<file path="config.mk">
export PLATFORM = sky130hd
export DESIGN_NAME = m92_int_ctrl
export DESIGN_NICKNAME = d
export VERILOG_FILES = /design/src/rtl/m92_pkg.sv /design/src/rtl/m92_irq_source.sv /design/src/rtl/m92_int_ctrl.sv
export SDC_FILE = /design/constraint.sdc
export NUM_CORES = 1
export LEC_CHECK = 0
export CORE_MARGIN = 10
export CORE_UTILIZATION = 38
export DETAILED_ROUTE_END_ITERATION = 8
export PLACE_DENSITY_LB_ADDON = 0.15
export SETUP_SLACK_MARGIN = 0.05
export SKIP_CTS_REPAIR_TIMING = 1
export SLEW_MARGIN = 20
export SYNTH_ARGS = -nofsm -noshare
export SYNTH_HDL_FRONTEND = slang
export SYNTH_HIERARCHICAL = 1
export SYNTH_SLANG_ARGS = --single-unit
</file>
<file path="constraint.sdc">
create_clock -name clk -period 1.65 [get_ports clk]
set_input_delay 0.165 -clock clk [delete_from_list [all_inputs] [get_ports clk]]
set_output_delay 0.165 -clock clk [all_outputs]
set_load 0.005 [all_outputs]
</file>
<file path="src/rtl/m92_pkg.sv">
// m92_pkg: shared types and constants for the M92 interrupt controller front-end.
//   - inta_state_e : INTA handshake FSM states
//   - IRQ_*        : pending-bit index of each local interrupt source
//   - REG_*        : register-select values on the `a` bus
package m92_pkg;

    localparam int unsigned NUM_SRC    = 4;
    localparam int unsigned IRQ_VBLANK = 0;
    localparam int unsigned IRQ_DMA    = 1;
    localparam int unsigned IRQ_RASTER = 2;
    localparam int unsigned IRQ_SOUND  = 3;

    localparam int unsigned RASTER_W = 9;
    localparam logic [RASTER_W-1:0] RASTER_RESET = 9'h1FF;

    localparam logic [1:0] REG_RASTER_LO = 2'd0;
    localparam logic [1:0] REG_RASTER_HI = 2'd1;
    localparam logic [1:0] REG_PEND_CLR  = 2'd2;

    typedef enum logic [2:0] {
        ST_IDLE,
        ST_REQ,
        ST_ACK1,
        ST_ACK2,
        ST_WAIT
    } inta_state_e;

endpackage

</file>
<file path="src/rtl/m92_irq_source.sv">
// m92_irq_source: one interrupt source - rising-edge detect plus pending flag.
//   clk, reset : clock, async active-high reset
//   ce         : clock enable
//   src        : raw source level
//   clr        : clear request (register write or auto-clear); a new edge wins
//   pend       : registered pending flag
module m92_irq_source (
    input  logic clk,
    input  logic reset,
    input  logic ce,
    input  logic src,
    input  logic clr,
    output logic pend
);

    logic prev_q, prev_d;
    logic pend_q, pend_d;

    // Edge detect and set-over-clear priority
    always_comb begin
        prev_d = prev_q;
        pend_d = pend_q;
        if (ce) begin
            prev_d = src;
            if (src && !prev_q) begin
                pend_d = 1'b1;
            end else if (clr) begin
                pend_d = 1'b0;
            end
        end
    end

    // History resets low so a level already high at reset release counts once
    always_ff @(posedge clk or posedge reset) begin
        if (reset) begin
            prev_q <= 1'b0;
            pend_q <= 1'b0;
        end else begin
            prev_q <= prev_d;
            pend_q <= pend_d;
        end
    end

    assign pend = pend_q;

endmodule

</file>
<file path="src/rtl/m92_int_ctrl.sv">
// m92_int_ctrl: M92 interrupt front-end. Latches video/DMA/sound/raster events
// into PIC request lines and sequences the CPU two-pulse INTA handshake.
// Optional feature macro: M92_RASTER_IRQ_EN (raster compare register + P2 source).
//   clk, reset, ce      : clock, async active-high reset, clock enable
//   cs, wr, a, din      : register write port (raster lo/hi, pending clear)
//   vblank, vcount      : video timing
//   dma_done, snd_irq   : sprite DMA / sound latch levels
//   ext_intp            : registered through to intp[7:4]
//   intp                : PIC request inputs
//   pic_int_req/vector  : PIC request and vector; pic_int_ack back to PIC
//   cpu_int, cpu_inta   : CPU INT pin and INTA strobe
//   cpu_vector(_oe)     : vector byte for the CPU data bus and its enable
module m92_int_ctrl
    import m92_pkg::*;
(
    input  logic       clk,
    input  logic       reset,
    input  logic       ce,
    input  logic       cs,
    input  logic       wr,
    input  logic [1:0] a,
    input  logic [7:0] din,
    input  logic       vblank,
    input  logic [8:0] vcount,
    input  logic       dma_done,
    input  logic       snd_irq,
    input  logic [3:0] ext_intp,
    output logic [7:0] intp,
    input  logic       pic_int_req,
    input  logic [8:0] pic_int_vector,
    output logic       pic_int_ack,
    output logic       cpu_int,
    input  logic       cpu_inta,
    output logic [7:0] cpu_vector,
    output logic       cpu_vector_oe
);

    inta_state_e state_q, state_d;
    logic        cpu_int_q, cpu_int_d;
    logic        ack_q, ack_d;
    logic        oe_q, oe_d;
    logic [7:0]  vec_q, vec_d;
    logic [3:0]  ext_q, ext_d;

    logic               reg_wr_c;
    logic               raster_match_c;
    logic [NUM_SRC-1:0] src_c;
    logic [NUM_SRC-1:0] clr_c;
    logic [NUM_SRC-1:0] pend;

    assign reg_wr_c = cs && wr && ce;

`ifdef M92_RASTER_IRQ_EN
    logic [RASTER_W-1:0] raster_q, raster_d;
    logic [RASTER_W-1:0] vcount_q, vcount_d;

    // Raster register writes and previous-line history
    always_comb begin
        raster_d = raster_q;
        vcount_d = vcount_q;
        if (ce) begin
            vcount_d = vcount;
        end
        if (reg_wr_c && a == REG_RASTER_LO) begin
            raster_d[7:0] = din;
        end
        if (reg_wr_c && a == REG_RASTER_HI) begin
            raster_d[8] = din[0];
        end
    end

    always_ff @(posedge clk or posedge reset) begin
        if (reset) begin
            raster_q <= RASTER_RESET;
            vcount_q <= '0;
        end else begin
            raster_q <= raster_d;
            vcount_q <= vcount_d;
        end
    end

    // Match only when the line changes, so a write onto the current line is silent
    assign raster_match_c = (vcount == raster_q) && (vcount != vcount_q);

    logic unused_ok;
    assign unused_ok = ^pic_int_vector[1:0];
`else
    assign raster_match_c = 1'b0;

    logic unused_ok;
    assign unused_ok = ^{vcount, din[7:4], pic_int_vector[1:0]};
`endif

    assign src_c[IRQ_VBLANK] = vblank;
    assign src_c[IRQ_DMA]    = dma_done;
    assign src_c[IRQ_RASTER] = raster_match_c;
    assign src_c[IRQ_SOUND]  = snd_irq;

    // Register clear plus auto-clear of the acknowledged level when it is local (< 4)
    always_comb begin
        clr_c = '0;
        if (reg_wr_c && a == REG_PEND_CLR) begin
            clr_c = din[3:0];
        end
        if (state_q == ST_ACK2 && !vec_q[2]) begin
            clr_c = clr_c | 4'(4'b0001 << vec_q[1:0]);
        end
    end

    for (genvar i = 0; i < NUM_SRC; i++) begin : g_src
        m92_irq_source u_src (
            .clk   (clk),
            .reset (reset),
            .ce    (ce),
            .src   (src_c[i]),
            .clr   (clr_c[i]),
            .pend  (pend[i])
        );
    end

    // INTA handshake next-state and registered outputs
    always_comb begin
        state_d   = state_q;
        cpu_int_d = cpu_int_q;
        ack_d     = ack_q;
        oe_d      = oe_q;
        vec_d     = vec_q;
        ext_d     = ext_q;
        if (ce) begin
            ext_d = ext_intp;
            case (state_q)
                ST_IDLE: if (pic_int_req) state_d = ST_REQ;
                ST_REQ: begin
                    if (!pic_int_req)  state_d = ST_IDLE;
                    else if (cpu_inta) state_d = ST_ACK1;
                end
                ST_ACK1: begin
                    if (!pic_int_req) begin
                        state_d = ST_IDLE;
                    end else if (cpu_inta) begin
                        state_d = ST_ACK2;
                        vec_d   = {1'b0, pic_int_vector[8:2]};
                    end
                end
                ST_ACK2: state_d = ST_WAIT;
                ST_WAIT: if (!pic_int_req) state_d = ST_IDLE;
                default: state_d = ST_IDLE;
            endcase
            cpu_int_d = (state_d == ST_REQ);
            ack_d     = (state_d == ST_ACK2);
            oe_d      = (state_d == ST_ACK2);
        end
    end

    always_ff @(posedge clk or posedge reset) begin
        if (reset) begin
            state_q   <= ST_IDLE;
            cpu_int_q <= 1'b0;
            ack_q     <= 1'b0;
            oe_q      <= 1'b0;
            vec_q     <= '0;
            ext_q     <= '0;
        end else begin
            state_q   <= state_d;
            cpu_int_q <= cpu_int_d;
            ack_q     <= ack_d;
            oe_q      <= oe_d;
            vec_q     <= vec_d;
            ext_q     <= ext_d;
        end
    end

    assign intp          = {ext_q, pend};
    assign cpu_int       = cpu_int_q;
    assign pic_int_ack   = ack_q;
    assign cpu_vector    = vec_q;
    assign cpu_vector_oe = oe_q;

endmodule

</file>
# == Word level (Yosys, flattened, before mapping) ==
# Cells that the tools add are included.
# op_classes
eq_ne,7
shift,1
mux,16
bitwise,1
reduce_logical,19
# op_table
operator,count
$mux W3,7
$pmux W3 S5,1
$eq A3 B2 Y1 const B,3
$mux W4,2
$logic_and A1 B1 Y1,7
$eq A3 B1 Y1 const B,2
$mux W1,6
$reduce_and A2 Y1,3
$reduce_bool A2 Y1,3
$logic_not A1 Y1,4
$or A4 B4 Y4,1
$reduce_and A4 Y1,1
$shl A1 B2 Y4 const A,1
$eq A3 B3 Y1 const B,1
$logic_not A3 Y1,1
$eq A2 B2 Y1 const B,1
# totals
reg_bits,22
in_bits,42
out_inout_bits,19
wordCells,55

# == Depth between registers and ports, before layout ==
# Gate-level depths: netlist of the first run.
# depth
word_depth,8
depth_mapped,6
depth_no_buf,5

# == Hierarchy ==
# The synthesis of the first run kept the hierarchy.
# modules_own_cells
module,n_inst,cells_each,area_per_inst_um2,seq_area_each_um2
m92_int_ctrl,1,61,812.0,400.4
m92_irq_source,4,8,78.8,50.0

# == Least setup slack after synthesis of the first run ==
# OpenSTA, ideal clock, no wires.
# synth_timing
path_type,flip-flop to flip-flop
start,register state_q[0]
end,register vec_q[0] (netlist: cpu_vector[0])
setup_ps,125
t_arrival_ps,1154
t_required_ps,1525
setup_slack_ps,371
stages_incl_launch_ff,4
cell_sequence,dfrtp_1 -> nand2b_2 -> nor2_8 -> mux2_4
# synth_between
elab_chain_cells,2
# synth_lines
item,line,rtl
from (decl),m92_int_ctrl.sv:38,"inta_state_e state_q, state_d;"
from (signal assigned),m92_int_ctrl.sv:164,state_q <= state_d;
$eq A3 B2 Y1,m92_int_ctrl.sv:131,case (state_q)
$reduce_and A4 Y1 (no line),-,
to (signal assigned),m92_int_ctrl.sv:168,vec_q <= vec_d;
to (decl),m92_int_ctrl.sv:42,"logic [7:0] vec_q, vec_d;"
# No other way between the ends.
# A chain may end at the register's enable or synchronous reset.

# == Worst setup path after layout of the first run ==
# layout_timing
start,register vec_q[0] (netlist: cpu_vector[0])
end,output port cpu_vector[0]
# layout_lines
item,line,rtl
to (decl),m92_int_ctrl.sv:34,"output logic [7:0] cpu_vector,"
# No word-level cell between the ends.

==> results_dict.tcl, run 1 <==
set metrics [dict create \
    status "finished clean" \
    wl_met1_um 1100 \
    ir_worst_vdd_mv 0.497 \
    leakage_nw 0.753 \
    endpoint_kind "output port" \
    die_h_um 74.5 \
    gp_congestion 0.762 \
    drive_gt1_frac 0.168 \
    finalHoldViolCount 0 \
    synthTopCellsByArea "dfrtp_1 53%, mux2_4 9.3%, o2bb2ai_1 5.4%" \
    crit_chain "clkdlybuf4s50_1" \
    cts.clk_slew.worst_paths_ns 0.13 \
    synth.top_cell.area_share 0.533 \
    crit_buf_inv 1 \
    cpPeakStageDelay_ns 0.56 \
    powerDensity_nw_per_um2 881 \
    area_growth_syn_to_layout_pct 46.7 \
    fin_crit_sh 0.907 \
    htreeDepth 1 \
    crit_type "reg -> out" \
    async_flop_share 1.00 \
    synthDistinctLibCells 23 \
    yosysTopAreaCell "dfrtp_1" \
    ys_ff_latch 24 \
    cts-buffers-inserted 3 \
    row_count 19 \
    boundaryPins 61 \
    period_needed_ns 1.50 \
    setup_viol 0 \
    ys_top_cells_by_count "24 x dfrtp_1, 12 x inv_1, 11 x nand2_1" \
    routedWlPerCell_um 15.3 \
    hpwl_um 2150 \
    synth_cells 93 \
    fin_ws_ns 0.153 \
    nets 186 \
    synth_ff_type "dfrtp_1" \
    dr_wl_met3_um 283 \
    clkLatencyLatePin_ns 0.31 \
    p_total_mw 1.46 \
    synth_area_sq_um 1130 \
    maxCapViolCount 0 \
    drt_first_pass_iters 3 \
    drt_iter0_drc 50 \
    synth_edf_count 0 \
    antenna_found_initial 0 \
    grt_overflow 0 \
    cpLargestDelayFamily "buffers and inverters" \
    grt_max_degree 17 \
    dp_slack_ns 0.0569 \
    synth_most_common_cell "dfrtp_1" \
    grt_pass1_vias 978 \
    hold_class "in -> async" \
    path_max_fanout 6 \
    postRouteAntennaNets 0 \
    clkSinkCount 24 \
    die_x_um 74.5 \
    grt_pass1_wl_um 4450 \
    grt_use_total 0.101 \
    finalSetupTns_ns 0 \
    cts_max_path_buffers 2 \
    io_buffers 44 \
    core_sq_um 2810 \
    tritoncts "yes" \
    placed_area_sq_um 1620 \
    wl_met2_um 1260 \
    cp.arrival_ns 1.33 \
    final_max_slew_viol_count 0 \
    syn_area_per_cell_sq_um 12.1 \
    start_kind "register" \
    crit_slowest_cell "clkdlybuf4s50_1" \
    drc 0 \
    diodes 0 \
    num_vias 857 \
    rsz0062_at_grt "false" \
    fin_area_sq_um 1650 \
    die_area_sq_um 5550 \
    fin_worst_skew_ns 0.00441 \
    clockRootBuffer "clkbuf_4" \
    required_ns 1.48 \
    start_util 0.402 \
    seq_area_frac_synth 0.533 \
    routed_via_density 4.93 \
    yosys_warnings 6 \
    utilization 0.590 \
    dr.max_layer_used "met4" \
    finalWirelength_um 2650 \
    fmax_ghz 0.668 \
]
-- cell usage in the layout, fill, tap and decap left out, drive strengths merged --
cell type       n
nand4           1
nor3b           2
buf             4
o21ai           7
mux2i           1
a21oi           1
clkbuf          4
a32o            2
nand3b          1
nor2            2
nand4b          3
clkdlybuf4s50  44
and4bb          1
a22o            1
nand2b          1
mux2           11
dfrtp          24
o2bb2ai         7
a21o            1
inv            12
conb            2
nand2          11
-- worst paths after layout --
| path | start | endpoint | slack [ns] | depth (start not counted) |
|---|---|---|---|---|
| max | cpu_vector[0] | cpu_vector[0] | 0.15 | 1 |
| min | reset | g_src[0].u_src/pend | 0.11 | 2 |
| max reg2reg | state_q[0] | cpu_vector[1] | 0.27 | 3 |
| min reg2reg | g_src[3].u_src/prev_q | g_src[3].u_src/pend | 0.46 | 1 |
| max in group asynchronous | reset | cpu_vector[1] | 1.20 | 3 |
| min in group clk | snd_irq | g_src[3].u_src/pend | 0.42 | 3 |
-- sequential cells by signal, summed over array words and instances, names as in the netlist --
signal              cells
cpu_vector              7
ext_q                   4
g_src.u_src/prev_q      4
state_q                 3
g_src.u_src/pend        4
cpu_vector_oe           1
cpu_int                 1
-- stage by stage --
stage | instances | hold WS, ns
floorplan | 94 | -0.0938
global placement | 170 | 0.427
detailed placement | 170 | 0.449
CTS | 174 | 0.119
global route | 174 | 0.132
finish | 174 | 0.111
-- cell type report --
| cell class | instances | area [sq um] |
|---|---|---|
| Clock buffer | 4 | 36.3 |
| Timing Repair Buffer | 48 | 470 |
| Tap cell | 31 | 38.8 |
| Fill cell | 258 | 1150 |
| Inverter | 12 | 45.0 |
| Multi-Input combinational cell | 55 | 463 |
| Sequential cell | 24 | 601 |
-- power breakdown --
part / internal [mW] / switching [mW]
Combinational: 0.281 / 0.119
Clock: 0.135 / 0.176
Sequential: 0.674 / 0.0729
-- per-layer routing --
metal / vias up / track usage
met5: - / 0
met4: 0 / 0.0252
met3: 2 / 0.0559
met2: 23 / 0.157
met1: 412 / 0.119
li1: 420 / -
-- logic make-up after synthesis --
family	synth area share
flops	0.533
simple gates	0.139
compound gates	0.123
buf+inv	0.0599
mux	0.142
other cells	0.00333
No activity file was read; power rests on OpenSTA's default activity.
==> run 2, diff against run 1 <==
--- a/config.mk
+++ b/config.mk
@@ -6,11 +6,13 @@
 export NUM_CORES = 1
 export LEC_CHECK = 0
 export CORE_MARGIN = 10
-export CORE_UTILIZATION = 38
+export CORE_UTILIZATION = 41
 export DETAILED_ROUTE_END_ITERATION = 8
+export GPL_ROUTABILITY_DRIVEN = 0
 export PLACE_DENSITY_LB_ADDON = 0.15
 export SETUP_SLACK_MARGIN = 0.05
 export SKIP_CTS_REPAIR_TIMING = 1
+export SKIP_LAST_GASP = 1
 export SLEW_MARGIN = 20
 export SYNTH_ARGS = -nofsm -noshare
 export SYNTH_HDL_FRONTEND = slang
==> constraint.sdc (replaced) <==
create_clock -name clk -period 1.8 [get_ports clk]
set_input_delay 0.18 -clock clk [delete_from_list [all_inputs] [get_ports clk]]
set_output_delay 0.18 -clock clk [all_outputs]
set_load 0.005 [all_outputs]
==> run 2 against run 1 <==
Effect of this change: sequential cell count unchanged; via count increased by 1.3%; critical path depth unchanged; clock skew increased by 0.00058 ns; hold slack improved by 0.057 ns; sequential share of layout area increased by 0.33 points; power decreased by 12%; global-route usage increased by 0.91 points; clock power decreased by 25%; register-to-register slack improved by 0.14 ns; final area decreased by 0.91%.
==> results_dict.tcl, run 2 (synthesis gave the netlist of run 1 again) <==
set metrics [dict create \
    routedWlPerCell_um 16.0 \
    finalSetupTns_ns 0 \
    fin_worst_skew_ns 0.00499 \
    boundaryPins 61 \
    cts-buffers-inserted 3 \
    clockRootBuffer "clkbuf_4" \
    drt_first_pass_iters 4 \
    net-switching-power_uw 333 \
    final_common_cell "clkdlybuf4s50_1" \
    final_max_slew_viol_count 0 \
    postRouteAntennaNets 0 \
    crit_chain "clkdlybuf4s50_1" \
    row_count 18 \
    num_vias 868 \
    path_max_fanout 6 \
    fin_ws_ns 0.292 \
    tritoncts "yes" \
    largest_register_ffs 7 \
    routed_via_density 5.05 \
    required_ns 1.62 \
    setup_viol 0 \
    hold_class "in -> async" \
    fmax_ghz 0.663 \
    crit_slowest_cell "clkdlybuf4s50_1" \
    dp_slack_ns 0.192 \
    drc 0 \
    nets 186 \
    p_int_uw 953 \
    rsz0062_at_grt "false" \
    start_kind "register" \
    cpLargestDelayFamily "buffers and inverters" \
    ir_worst_vdd_mv 0.527 \
    pwr-share-comb 0.287 \
    hpwl_um 2230 \
    period_needed_ns 1.51 \
    cts_max_path_buffers 2 \
    clkSinkCount 24 \
    diodes 0 \
    grt_overflow 0 \
    area_growth_syn_to_layout_pct 45.4 \
    crit_buf_inv 1 \
    htreeDepth 1 \
    endpoint_kind "output port" \
    powerDensity_nw_per_um2 785 \
    fin_crit_sh 0.838 \
    grt_pass1_wl_um 4820 \
    swShare 0.259 \
    finalWirelength_um 2760 \
    leakage_nw 0.745 \
    utilization 0.644 \
    antenna_found_initial 0 \
    cts.clk_slew.worst_paths_ns 0.13 \
    finalHoldViolCount 0 \
    cpPeakStageDelay_ns 0.56 \
    grt_max_degree 17 \
    status "finished clean" \
    start_util 0.443 \
    maxCapViolCount 0 \
    cp.arrival_ns 1.33 \
    die_area_sq_um 5250 \
    die_h_um 72.4 \
    clkPwrFrac 0.181 \
    grt_use_total 0.110 \
    drt_iter0_drc 17 \
    pwr-share-seq 0.532 \
    drive_gt1_frac 0.162 \
    grt_pass1_vias 991 \
    die_x_um 72.4 \
    clkLatencyLatePin_ns 0.31 \
    final_cell_mix "44 x clkdlybuf4s50_1, 24 x dfrtp_1, 12 x inv_1" \
    crit_type "reg -> out" \
    io_buffers 44 \
    core_sq_um 2540 \
]
[run 2: routing by layer]
metal	up-vias	wire length (um)	global-route usage
li1	424	-	-
met1	407	1210	0.133
met2	35	1220	0.168
met3	2	316	0.0585
met4	0	8	0.0253
met5	-	0	0
[run 2: final timing paths]
check                                            from                    end  slack, ns  depth (start not counted)
worst max-delay path                    cpu_vector[0]          cpu_vector[0]       0.29                          1
worst min-delay path                            reset  g_src[3].u_src/prev_q       0.17                          2
worst max register to register             state_q[0]          cpu_vector[6]       0.41                          3
worst min register to register  g_src[1].u_src/prev_q    g_src[1].u_src/pend       0.45                          1
max in group asynchronous                       reset                cpu_int       1.29                          3
min in group clk                             dma_done    g_src[1].u_src/pend       0.42                          3
[run 2: area by class of cell]
| cell class | instances | area (sq um) |
|---|---|---|
| inverters | 12 | 45.0 |
| multi-input cells | 55 | 463 |
| well taps | 30 | 37.5 |
| repair buffers | 48 | 470 |
| flip-flops and latches | 24 | 601 |
| clock buffers | 3 | 22.5 |
| fillers | 220 | 906 |
[run 2: power groups by stage]
stage	clock network [mW]	logic, mW	registers (mW)
6_report	0.233	0.370	0.684
3_5_place_dp	0	0.375	0.693
5_1_grt	0.260	0.407	0.699
2_1_floorplan	0	0.145	0.689
4_1_cts	0.244	0.377	0.685
3_3_place_gp	0	0.368	0.690
[run 2: per-stage QoR]
stage                     instances  instance area [sq um]  power (mW)  hold slack [ns]
after floorplan                  94                   1130       0.834          -0.0788
final                           172                   1640        1.29            0.168
after detailed placement        169                   1620        1.07            0.435
after global placement          169                   1620        1.06            0.427
after global routing            172                   1640        1.37            0.163
after CTS                       172                   1640        1.31            0.157
